**src/rtl/smbus_recovery_pkg.sv**
```systemverilog
// Shared types and constants for the SMBus stuck-bus recovery block.
package smbus_recovery_pkg;

  typedef enum logic [2:0] {
    MONITOR = 3'd0,
    ISOLATE = 3'd1,
    RECOVER = 3'd2,
    FAULT   = 3'd3,
    HOLDOFF = 3'd4
  } recState_t;

  // SCL pulses clocked out before declaring SDA permanently stuck
  localparam int RECOVERY_PULSE_COUNT = 9;

  // Flops in the pad synchroniser ahead of the stability counter
  localparam int SYNC_STAGES = 2;

endpackage

```
**src/rtl/od_glitch_filter.sv**
```systemverilog
// Open-drain pad synchroniser plus stability filter. The output only moves
// after FILTER_CYCLES consecutive synchronised samples disagree with it.
module od_glitch_filter
  import smbus_recovery_pkg::*;
#(
  parameter int FILTER_CYCLES = 4
) (
  input  logic iClk,
  input  logic iRst,
  input  logic iPad,
  output logic oFilt
);

  localparam int CNT_W = $clog2(FILTER_CYCLES + 1);

  logic [SYNC_STAGES-1:0] syncQ;
  logic [CNT_W-1:0]       stableCnt;
  logic                   syncOut;

  assign syncOut = syncQ[SYNC_STAGES-1];

  // Synchronise the pad, then count consecutive samples that differ from the output
  always_ff @(posedge iClk) begin
    if (iRst) begin
      syncQ     <= '1;
      stableCnt <= '0;
      oFilt     <= 1'b1;
    end else begin
      syncQ <= {syncQ[SYNC_STAGES-2:0], iPad};
      if (syncOut != oFilt) begin
        if (stableCnt == CNT_W'(FILTER_CYCLES - 1)) begin
          oFilt     <= syncOut;
          stableCnt <= '0;
        end else begin
          stableCnt <= stableCnt + 1'b1;
        end
      end else begin
        stableCnt <= '0;
      end
    end
  end

endmodule

```
**src/rtl/smbus_stuck_recovery.sv**
```systemverilog
// SMBus stuck-bus watchdog: filters SCL/SDA, isolates the buffers when SCL
// is held low past the timeout, optionally clocks SCL to free SDA, and
// re-enables the buffers after a bus-free holdoff.
// Optional feature: define SMBUS_RECOVERY_PULSES_EN to build the RECOVER
// state; without it a low SDA after isolation goes straight to FAULT.
//
// state   | meaning
// MONITOR | buffers enabled, timing filtered SCL low
// ISOLATE | buffers released, waiting for SCL to come back high
// RECOVER | clocking SCL pulses to free a device holding SDA
// FAULT   | SDA still low after recovery, waiting for idle bus
// HOLDOFF | bus idle, counting free time before re-enabling
module smbus_stuck_recovery
  import smbus_recovery_pkg::*;
#(
  parameter int FILTER_CYCLES     = 4,
  parameter int TIMEOUT_CYCLES    = 500000,
  parameter int PULSE_HALF_CYCLES = 100,
  parameter int HOLDOFF_CYCLES    = 1000
) (
  input  logic iClk,
  input  logic iRst,
  input  logic iScl,
  input  logic iSda,
  output logic oSclFilt,
  output logic oSdaFilt,
  output logic oIsolate,
  output logic oSclDrvLow,
  output logic oTimeoutEvt,
  output logic oSdaStuck
);

  localparam int LOW_W  = $clog2(TIMEOUT_CYCLES + 1);
  localparam int HOLD_W = $clog2(HOLDOFF_CYCLES + 1);

  // The SDA sample at the end of a high phase must see the filtered line
  if (PULSE_HALF_CYCLES <= SYNC_STAGES + FILTER_CYCLES) begin : gBadPulse
    $error("PULSE_HALF_CYCLES must exceed SYNC_STAGES + FILTER_CYCLES");
  end
  // Entry into HOLDOFF already counts one bus-free cycle
  if (HOLDOFF_CYCLES < 2) begin : gBadHoldoff
    $error("HOLDOFF_CYCLES must be at least 2");
  end

  recState_t         state, nextState;
  logic [LOW_W-1:0]  lowCnt, lowCntNext;
  logic [HOLD_W-1:0] holdCnt, holdCntNext;
  logic              busFree;
  logic              isolateNext, timeoutNext, stuckNext;

`ifdef SMBUS_RECOVERY_PULSES_EN
  localparam int PULSE_W = $clog2(PULSE_HALF_CYCLES + 1);
  localparam int PCNT_W  = $clog2(RECOVERY_PULSE_COUNT + 1);

  logic [PULSE_W-1:0] phaseTmr, phaseTmrNext;
  logic [PCNT_W-1:0]  pulseCnt, pulseCntNext;
  logic               drvLowQ, drvLowNext;

  assign oSclDrvLow = drvLowQ;
`else
  assign oSclDrvLow = 1'b0;
`endif

  od_glitch_filter #(.FILTER_CYCLES(FILTER_CYCLES)) uSclFilter (
    .iClk  (iClk),
    .iRst  (iRst),
    .iPad  (iScl),
    .oFilt (oSclFilt)
  );

  od_glitch_filter #(.FILTER_CYCLES(FILTER_CYCLES)) uSdaFilter (
    .iClk  (iClk),
    .iRst  (iRst),
    .iPad  (iSda),
    .oFilt (oSdaFilt)
  );

  assign busFree = oSclFilt & oSdaFilt;

  // State, counters and registered outputs
  always_ff @(posedge iClk) begin
    if (iRst) begin
      state       <= MONITOR;
      lowCnt      <= '0;
      holdCnt     <= '0;
      oIsolate    <= 1'b0;
      oTimeoutEvt <= 1'b0;
      oSdaStuck   <= 1'b0;
`ifdef SMBUS_RECOVERY_PULSES_EN
      phaseTmr    <= '0;
      pulseCnt    <= '0;
      drvLowQ     <= 1'b0;
`endif
    end else begin
      state       <= nextState;
      lowCnt      <= lowCntNext;
      holdCnt     <= holdCntNext;
      oIsolate    <= isolateNext;
      oTimeoutEvt <= timeoutNext;
      oSdaStuck   <= stuckNext;
`ifdef SMBUS_RECOVERY_PULSES_EN
      phaseTmr    <= phaseTmrNext;
      pulseCnt    <= pulseCntNext;
      drvLowQ     <= drvLowNext;
`endif
    end
  end

  // Next state and counter updates; counters clear whenever not in use
  always_comb begin
    nextState   = state;
    lowCntNext  = '0;
    holdCntNext = '0;
`ifdef SMBUS_RECOVERY_PULSES_EN
    phaseTmrNext = '0;
    pulseCntNext = '0;
`endif
    case (state)
      MONITOR: begin
        if (!oSclFilt) begin
          if (lowCnt >= LOW_W'(TIMEOUT_CYCLES - 1)) begin
            nextState = ISOLATE;
          end else begin
            lowCntNext = lowCnt + 1'b1;
          end
        end
      end
      ISOLATE: begin
        if (busFree) begin
          nextState   = HOLDOFF;
          holdCntNext = HOLD_W'(1);
        end else if (oSclFilt) begin
`ifdef SMBUS_RECOVERY_PULSES_EN
          nextState    = RECOVER;
          phaseTmrNext = PULSE_W'(PULSE_HALF_CYCLES - 1);
`else
          nextState = FAULT;
`endif
        end
      end
`ifdef SMBUS_RECOVERY_PULSES_EN
      RECOVER: begin
        pulseCntNext = pulseCnt;
        if (phaseTmr != '0) begin
          phaseTmrNext = phaseTmr - 1'b1;
        end else if (drvLowQ) begin
          phaseTmrNext = PULSE_W'(PULSE_HALF_CYCLES - 1);
        end else if (oSdaFilt) begin
          nextState    = HOLDOFF;
          pulseCntNext = '0;
          holdCntNext  = busFree ? HOLD_W'(1) : '0;
        end else if (pulseCnt == PCNT_W'(RECOVERY_PULSE_COUNT - 1)) begin
          nextState    = FAULT;
          pulseCntNext = '0;
        end else begin
          phaseTmrNext = PULSE_W'(PULSE_HALF_CYCLES - 1);
          pulseCntNext = pulseCnt + 1'b1;
        end
      end
`endif
      FAULT: begin
        if (busFree) begin
          nextState   = HOLDOFF;
          holdCntNext = HOLD_W'(1);
        end
      end
      HOLDOFF: begin
        if (busFree) begin
          if (holdCnt >= HOLD_W'(HOLDOFF_CYCLES - 1)) begin
            nextState = MONITOR;
          end else begin
            holdCntNext = holdCnt + 1'b1;
          end
        end
      end
      default: nextState = MONITOR;
    endcase
  end

  // Output values for the coming cycle, derived from the state being entered
  always_comb begin
    isolateNext = 1'b0;
    stuckNext   = 1'b0;
`ifdef SMBUS_RECOVERY_PULSES_EN
    drvLowNext  = 1'b0;
`endif
    case (nextState)
      ISOLATE, HOLDOFF: isolateNext = 1'b1;
      FAULT: begin
        isolateNext = 1'b1;
        stuckNext   = 1'b1;
      end
`ifdef SMBUS_RECOVERY_PULSES_EN
      RECOVER: begin
        isolateNext = 1'b1;
        if (state != RECOVER) begin
          drvLowNext = 1'b1;
        end else if (phaseTmr != '0) begin
          drvLowNext = drvLowQ;
        end else begin
          drvLowNext = !drvLowQ;
        end
      end
`endif
      default: ;
    endcase
    timeoutNext = (state == MONITOR) && (nextState == ISOLATE);
  end

endmodule
```
**config.mk**
```make
export PLATFORM = sky130hd
export DESIGN_NAME = smbus_stuck_recovery
export DESIGN_NICKNAME = d
export VERILOG_FILES = /design/src/rtl/smbus_recovery_pkg.sv /design/src/rtl/od_glitch_filter.sv /design/src/rtl/smbus_stuck_recovery.sv
export SDC_FILE = /design/constraint.sdc
export NUM_CORES = 1
export LEC_CHECK = 0
export ABC_AREA = 1
export BUFFER_PORTS_ARGS = -buffer_cell sky130_fd_sc_hd__buf_4
export CAP_MARGIN = 30
export CELL_PAD_IN_SITES_DETAIL_PLACEMENT = 2
export CELL_PAD_IN_SITES_GLOBAL_PLACEMENT = 2
export CORE_UTILIZATION = 25
export CTS_CLUSTER_SIZE = 30
export DETAILED_ROUTE_END_ITERATION = 8
export PLACE_DENSITY_LB_ADDON = 0.1
export SYNTH_ARGS = -nofsm -noshare
export SYNTH_HDL_FRONTEND = slang
export SYNTH_SLANG_ARGS = --single-unit
```
**constraint.sdc**
```tcl
create_clock -name iClk -period 2 [get_ports iClk]
set_clock_uncertainty 0.05 [all_clocks]
set_input_delay 0.2 -clock iClk [delete_from_list [all_inputs] [get_ports iClk]]
set_output_delay 0.2 -clock iClk [all_outputs]
set_load 0.02 [all_outputs]
```
# Yosys cells after proc, flatten, opt, wreduce, memory -nomap -nowiden
# Cells that the tools add are included.
word_totals:
  register_bits: 47
  output_inout_bits: 6
op_classes:
  eq_ne: 10
  magnitude_cmp: 2
  bitwise_logic: 4
  mux: 14
  n_addsub: 4
  n_reduce_logical: 9
ops:
  columns: ["operator", "n"]
  rows:
  - ["$mux W3", 7]
  - ["$mux W10", 2]
  - ["$pmux W10 S2", 1]
  - ["$add A19 B1 Y19 const B", 1]
  - ["$ge A19 B19 Y1 const B", 1]
  - ["$eq A3 B2 Y1 const B", 4]
  - ["$pmux W3 S4", 1]
  - ["$add A10 B1 Y10 const B", 1]
  - ["$ge A10 B10 Y1 const B", 1]
  - ["$reduce_or A3 Y1", 3]
  - ["$add A3 B1 Y3 const B", 2]
  - ["$eq A3 B1 Y1 const B", 2]
  - ["$eq A3 B3 Y1 const B", 2]
  - ["$reduce_and A2 Y1", 2]
  - ["$reduce_or A4 Y1", 1]
  - ["$logic_not A3 Y1", 1]
  - ["$mux W1", 3]
  - ["$not A1 Y1", 3]
  - ["$ne A1 B1 Y1", 2]
  - ["$reduce_or A2 Y1", 1]
  - ["$and A1 B1 Y1", 1]
  - ["$logic_and A1 B1 Y1", 1]

# Longest topological paths before layout
logic_depth:
  word_depth: 7
  depth_mapped: 11

# Modules after synthesis
# A second synthesis with hierarchy kept.
unflattened:
  cells_unflattened: 274
  hier_area_um2: 2079.5
by_module_without_submodules:
  columns: ["module", "seq_area_each_um2", "cells_each", "instances", "area_each_um2"]
  rows:
  - ["smbus_stuck_recovery", 700.7, 228, 1, 1644.1]
  - ["od_glitch_filter", 120.1, 23, 2, 217.7]

# Least setup slack after synthesis
# OpenSTA, ideal clock, no wires.
synth_timing:
  path_kind: "reg2reg"
  startpoint: "register lowCnt[0]"
  endpoint: "register lowCnt[18]"
  path_stages_with_launch: 10
  setup_slack_ns: 0.543
  period_less_slack_ns: 1.457
  required_ns: 1.888
  arrival_ns: 1.345
  cell_sequence: "dfxtp_1 > ha_1 > nand3_1 > inv_1 > nand3_1 > nor2_1 > nor2_2 > nand3_4 > buf_6 > nor2_2"
synth_via:
  elab_chain_cells: 2
  word_cells_on_any_way: 3
  classes_between: "add/sub (1); order compare (1); reduce/logical (1)"
synth_rtl:
  columns: ["item", "line_no", "source"]
  rows:
  - ["start: declaration", "smbus_stuck_recovery.sv:46", "logic [LOW_W-1:0] lowCnt, lowCntNext;"]
  - ["start signal: assignment", "smbus_stuck_recovery.sv:96", "lowCnt <= lowCntNext;"]
  - ["$ge A19 B19 Y1", "smbus_stuck_recovery.sv:121", "if (lowCnt >= LOW_W'(TIMEOUT_CYCLES - 1)) begin"]
  - ["$reduce_or A4 Y1 (no source line)", null, null]
# Several ways; a longest one is shown, not always the timed one.
# A chain may end at the register's enable or synchronous reset.

# Worst setup path after layout
layout_timing:
  startpoint: "register lowCnt[0]"
  endpoint: "register lowCnt[13]"
# Same word-level chain as after synthesis.

==> impl_metrics.ini <==
[route]
drcViolationCount = 0
routed_wl_mm = 4.84
vias = 1731
dr.pass1.iters = 3
antenna_left = 0
vias_per_cell = 4.40
first_iter_violations = 39
wl_per_cell_um = 12.3

[synthesis]
yosys.area_share.simple_pct = 33.8
syn_nets = 284
synth_top_area_cell = dfxtp_1
synthMuxAreaShare_pct = 0
synth-compound-area-share_pct = 6.52
synth_seq_cells = 47
syn-cell-area_um2 = 2110
syn_area_per_cell_um2 = 7.70
ys.flop_type = dfxtp_1
ys_warn_count = 0
async_reset_ff_share_pct = 0
synth_edf_count = 0
synth-xor-area-share_pct = 3.73
synthAdderAreaFrac_pct = 3.56
synthTopCellsByCount = dfxtp_1 (47), nor2_1 (47), nand2_1 (39)
synth_top_family_by_area = simple AND/OR/NAND/NOR gates
synth_top_area_share_pct = 44.6
synth.yosys.seq_area_share_pct = 44.6
postSynthCellCount = 274
synth.distinct_cells = 33
synth.area.top_cells = dfxtp_1 (45%), nor2_1 (8.4%), nand2_1 (6.9%), inv_1 (6.0%), ha_1 (3.6%)

[power]
vdd_drop_max_v = 0.000255
seqPwrFrac_pct = 59.2
sw_frac_of_total_pct = 24.0
p_int_mw = 1.21
combPwrFrac_pct = 1.4
share_clk_of_total_power_pct = 39.4
switching_power_mw = 0.381
total_leakage_power_nw = 0.873
power_density_nw_per_um2 = 667

[setup_path]
cp_max_fo = 19
reg2reg_depth = 8
path_class = flip-flop to flip-flop
r2r_slack_ps = 280
cp-end-kind = flip-flop
reg2reg_from = lowCnt[0]
cp-start-kind = flip-flop
cp.arrival_ps = 1890
r2r-end = lowCnt[13]
required_ps = 2170

[worst_hold_path]
hold_path.class = primary input to flip-flop
whs_path_depth = 2
hp-start = iSda
min_to = uSdaFilter.syncQ[0]

[place]
dp_hpwl_mm = 3.79
place_congestion = 0.703
post-place-cells = 384
placed_area_um2 = 2280
numPortBuffers = 8

[outcome]
status = finished clean

[clock_tree]
clock_latency_ps = 310
cts_tree = done
clk_pin_slew_worst_paths_ps = 110
clockBufferDepth = 2
cts_buffers = 5
cts.sinks = 47
cts-root-buf = clkbuf_8
htreeDepth = 2
cts_resized = 0

[final_layout]
regArea_um2 = 941
utilization_pct = 29.2
fill_cells = 970
antenna_cells = 0
multi_input_area_um2 = 1010
instances_no_fill = 393
design_area_um2 = 2390
area_growth_pct = 13.0
nNetsFinal = 297
layout-drive-gt1-share_pct = 14.2

[grt]
grt_max_degree = 20
grtUsageMet3_pct = 2.67
grt_pass1_vias = 1790
antenna_found_initial = 0
grt_pass1_wl_mm = 8.37
use_met2_pct = 20.6
track_usage_pct = 12.2
grt.overflow.total = 0
grtUsageMet1_pct = 15.5
top_usage_layer = met2

[sta]
max_freq_ghz = 0.581
fin_setup_tns_ps = 0
setup_viol = 0
final.period_utilization_pct = 86.1
rsz0062_at_grt = false
hold_viol = 0
min_period_ps = 1720
slew_violations = 0

[floorplan]
initial_core_util_pct = 25.8
die_h_um = 93.9
die_x_um = 93.9
coreArea_um2 = 8180
io_pins = 10
die_area_um2 = 8810
rows = 33

[job]
maxCapViolations = 0
-- layout by cell type (no fill, tap or decap), types with 2 or more instances in the layout --
cell,instances
a21oi_1,14
o211ai_1,2
dfxtp_1,47
nor2_4,3
clkbuf_8,5
a211oi_1,2
nand2_1,39
inv_1,34
nor3b_1,2
xnor2_1,3
nor3_1,12
xor2_1,6
inv_2,3
nand4_1,7
buf_4,8
nor2_1,47
or2_2,5
o21ai_0,5
nor2_2,6
nand2_2,3
ha_1,6
nand3_1,15
-- sequential cells by signal (all words and copies together) (netlist names) --
name and count:
oSdaStuck 1, holdCnt 10, uSclFilter.syncQ 2, uSclFilter.oFilt 1, lowCnt 19, oIsolate 1, oTimeoutEvt 1, uSclFilter.stableCnt 3
uSdaFilter.oFilt 1, uSdaFilter.syncQ 2, uSdaFilter.stableCnt 3, state 3
-- logic make-up after synthesis --
family                     count (synthesis)
adders and majority gates                  6
AOI/OAI and AO/OA                         25
xor gates and xnor gates                   9
buffers and inverters                     40
DFF                                       47
other                                      1
and+or+nand+nor                          146
-- repair_timing --
action / 4_1_cts / 5_1_grt
setup buffers: 0 / 0
hold buffers: 1 / 0
endpoints found under the hold margin: 1 / 0
-- cell type report --
type	count	share of cell area, %
inverter	37	5.82
multi-input combinational	187	42.3
timing repair buffer	9	2.94
clock buffer	5	2.88
tap	105	5.51
sequential	47	39.4
clock inverter	3	1.15
-- stage by stage --
| stage | power, mW | setup slack [ps] | hold slack [ps] |
|---|---|---|---|
| finish | 1.59 | 279 | 17.9 |
| floorplan | 0.977 | 543 | 254 |
| global route | 1.67 | 9.01 | 7.04 |
| global placement | 0.983 | 319 | 336 |
| detailed placement | 0.985 | 258 | 340 |
| CTS | 1.63 | 227 | 1.81 |
-- critical path: stages (launching register included) --
cell and delay, ps:
dfxtp_1 350, ha_1 230, nand3_1 140, inv_1 80, nand3_1 80, nor2_1 50
nor2_2 140, nand3_4 270, nor3_1 250
-- worst max-delay path by stage --
| stage | start | slack, ps | to | cells after the start |
|---|---|---|---|---|
| 2_1_floorplan | lowCnt[0] | 540 | lowCnt[18] | 9 |
| 3_3_place_gp | lowCnt[0] | 320 | lowCnt[13] | 8 |
| 3_5_place_dp | lowCnt[0] | 260 | lowCnt[15] | 8 |
| 4_1_cts | lowCnt[0] | 230 | lowCnt[13] | 8 |
| 5_1_grt | lowCnt[0] | 9 | lowCnt[13] | 8 |
| 6_report | lowCnt[0] | 280 | lowCnt[13] | 8 |
-- per-layer routing --
metal	vias up	part of all wire, %
li1	902	-
met1	816	50
met5	-	0
met2	9	47
met3	4	1.8
met4	0	0.87
-- power groups by stage --
| stage | combinational [mW] | sequential [mW] | clock [mW] |
|---|---|---|---|
| finish | 0.0216 | 0.942 | 0.627 |
| global route | 0.0246 | 0.943 | 0.701 |
| CTS | 0.0220 | 0.943 | 0.669 |
| detailed placement | 0.0205 | 0.964 | 0 |
| global placement | 0.0196 | 0.964 | 0 |
| floorplan | 0.0134 | 0.964 | 0 |
No activity file was read; power rests on OpenSTA's default activity.
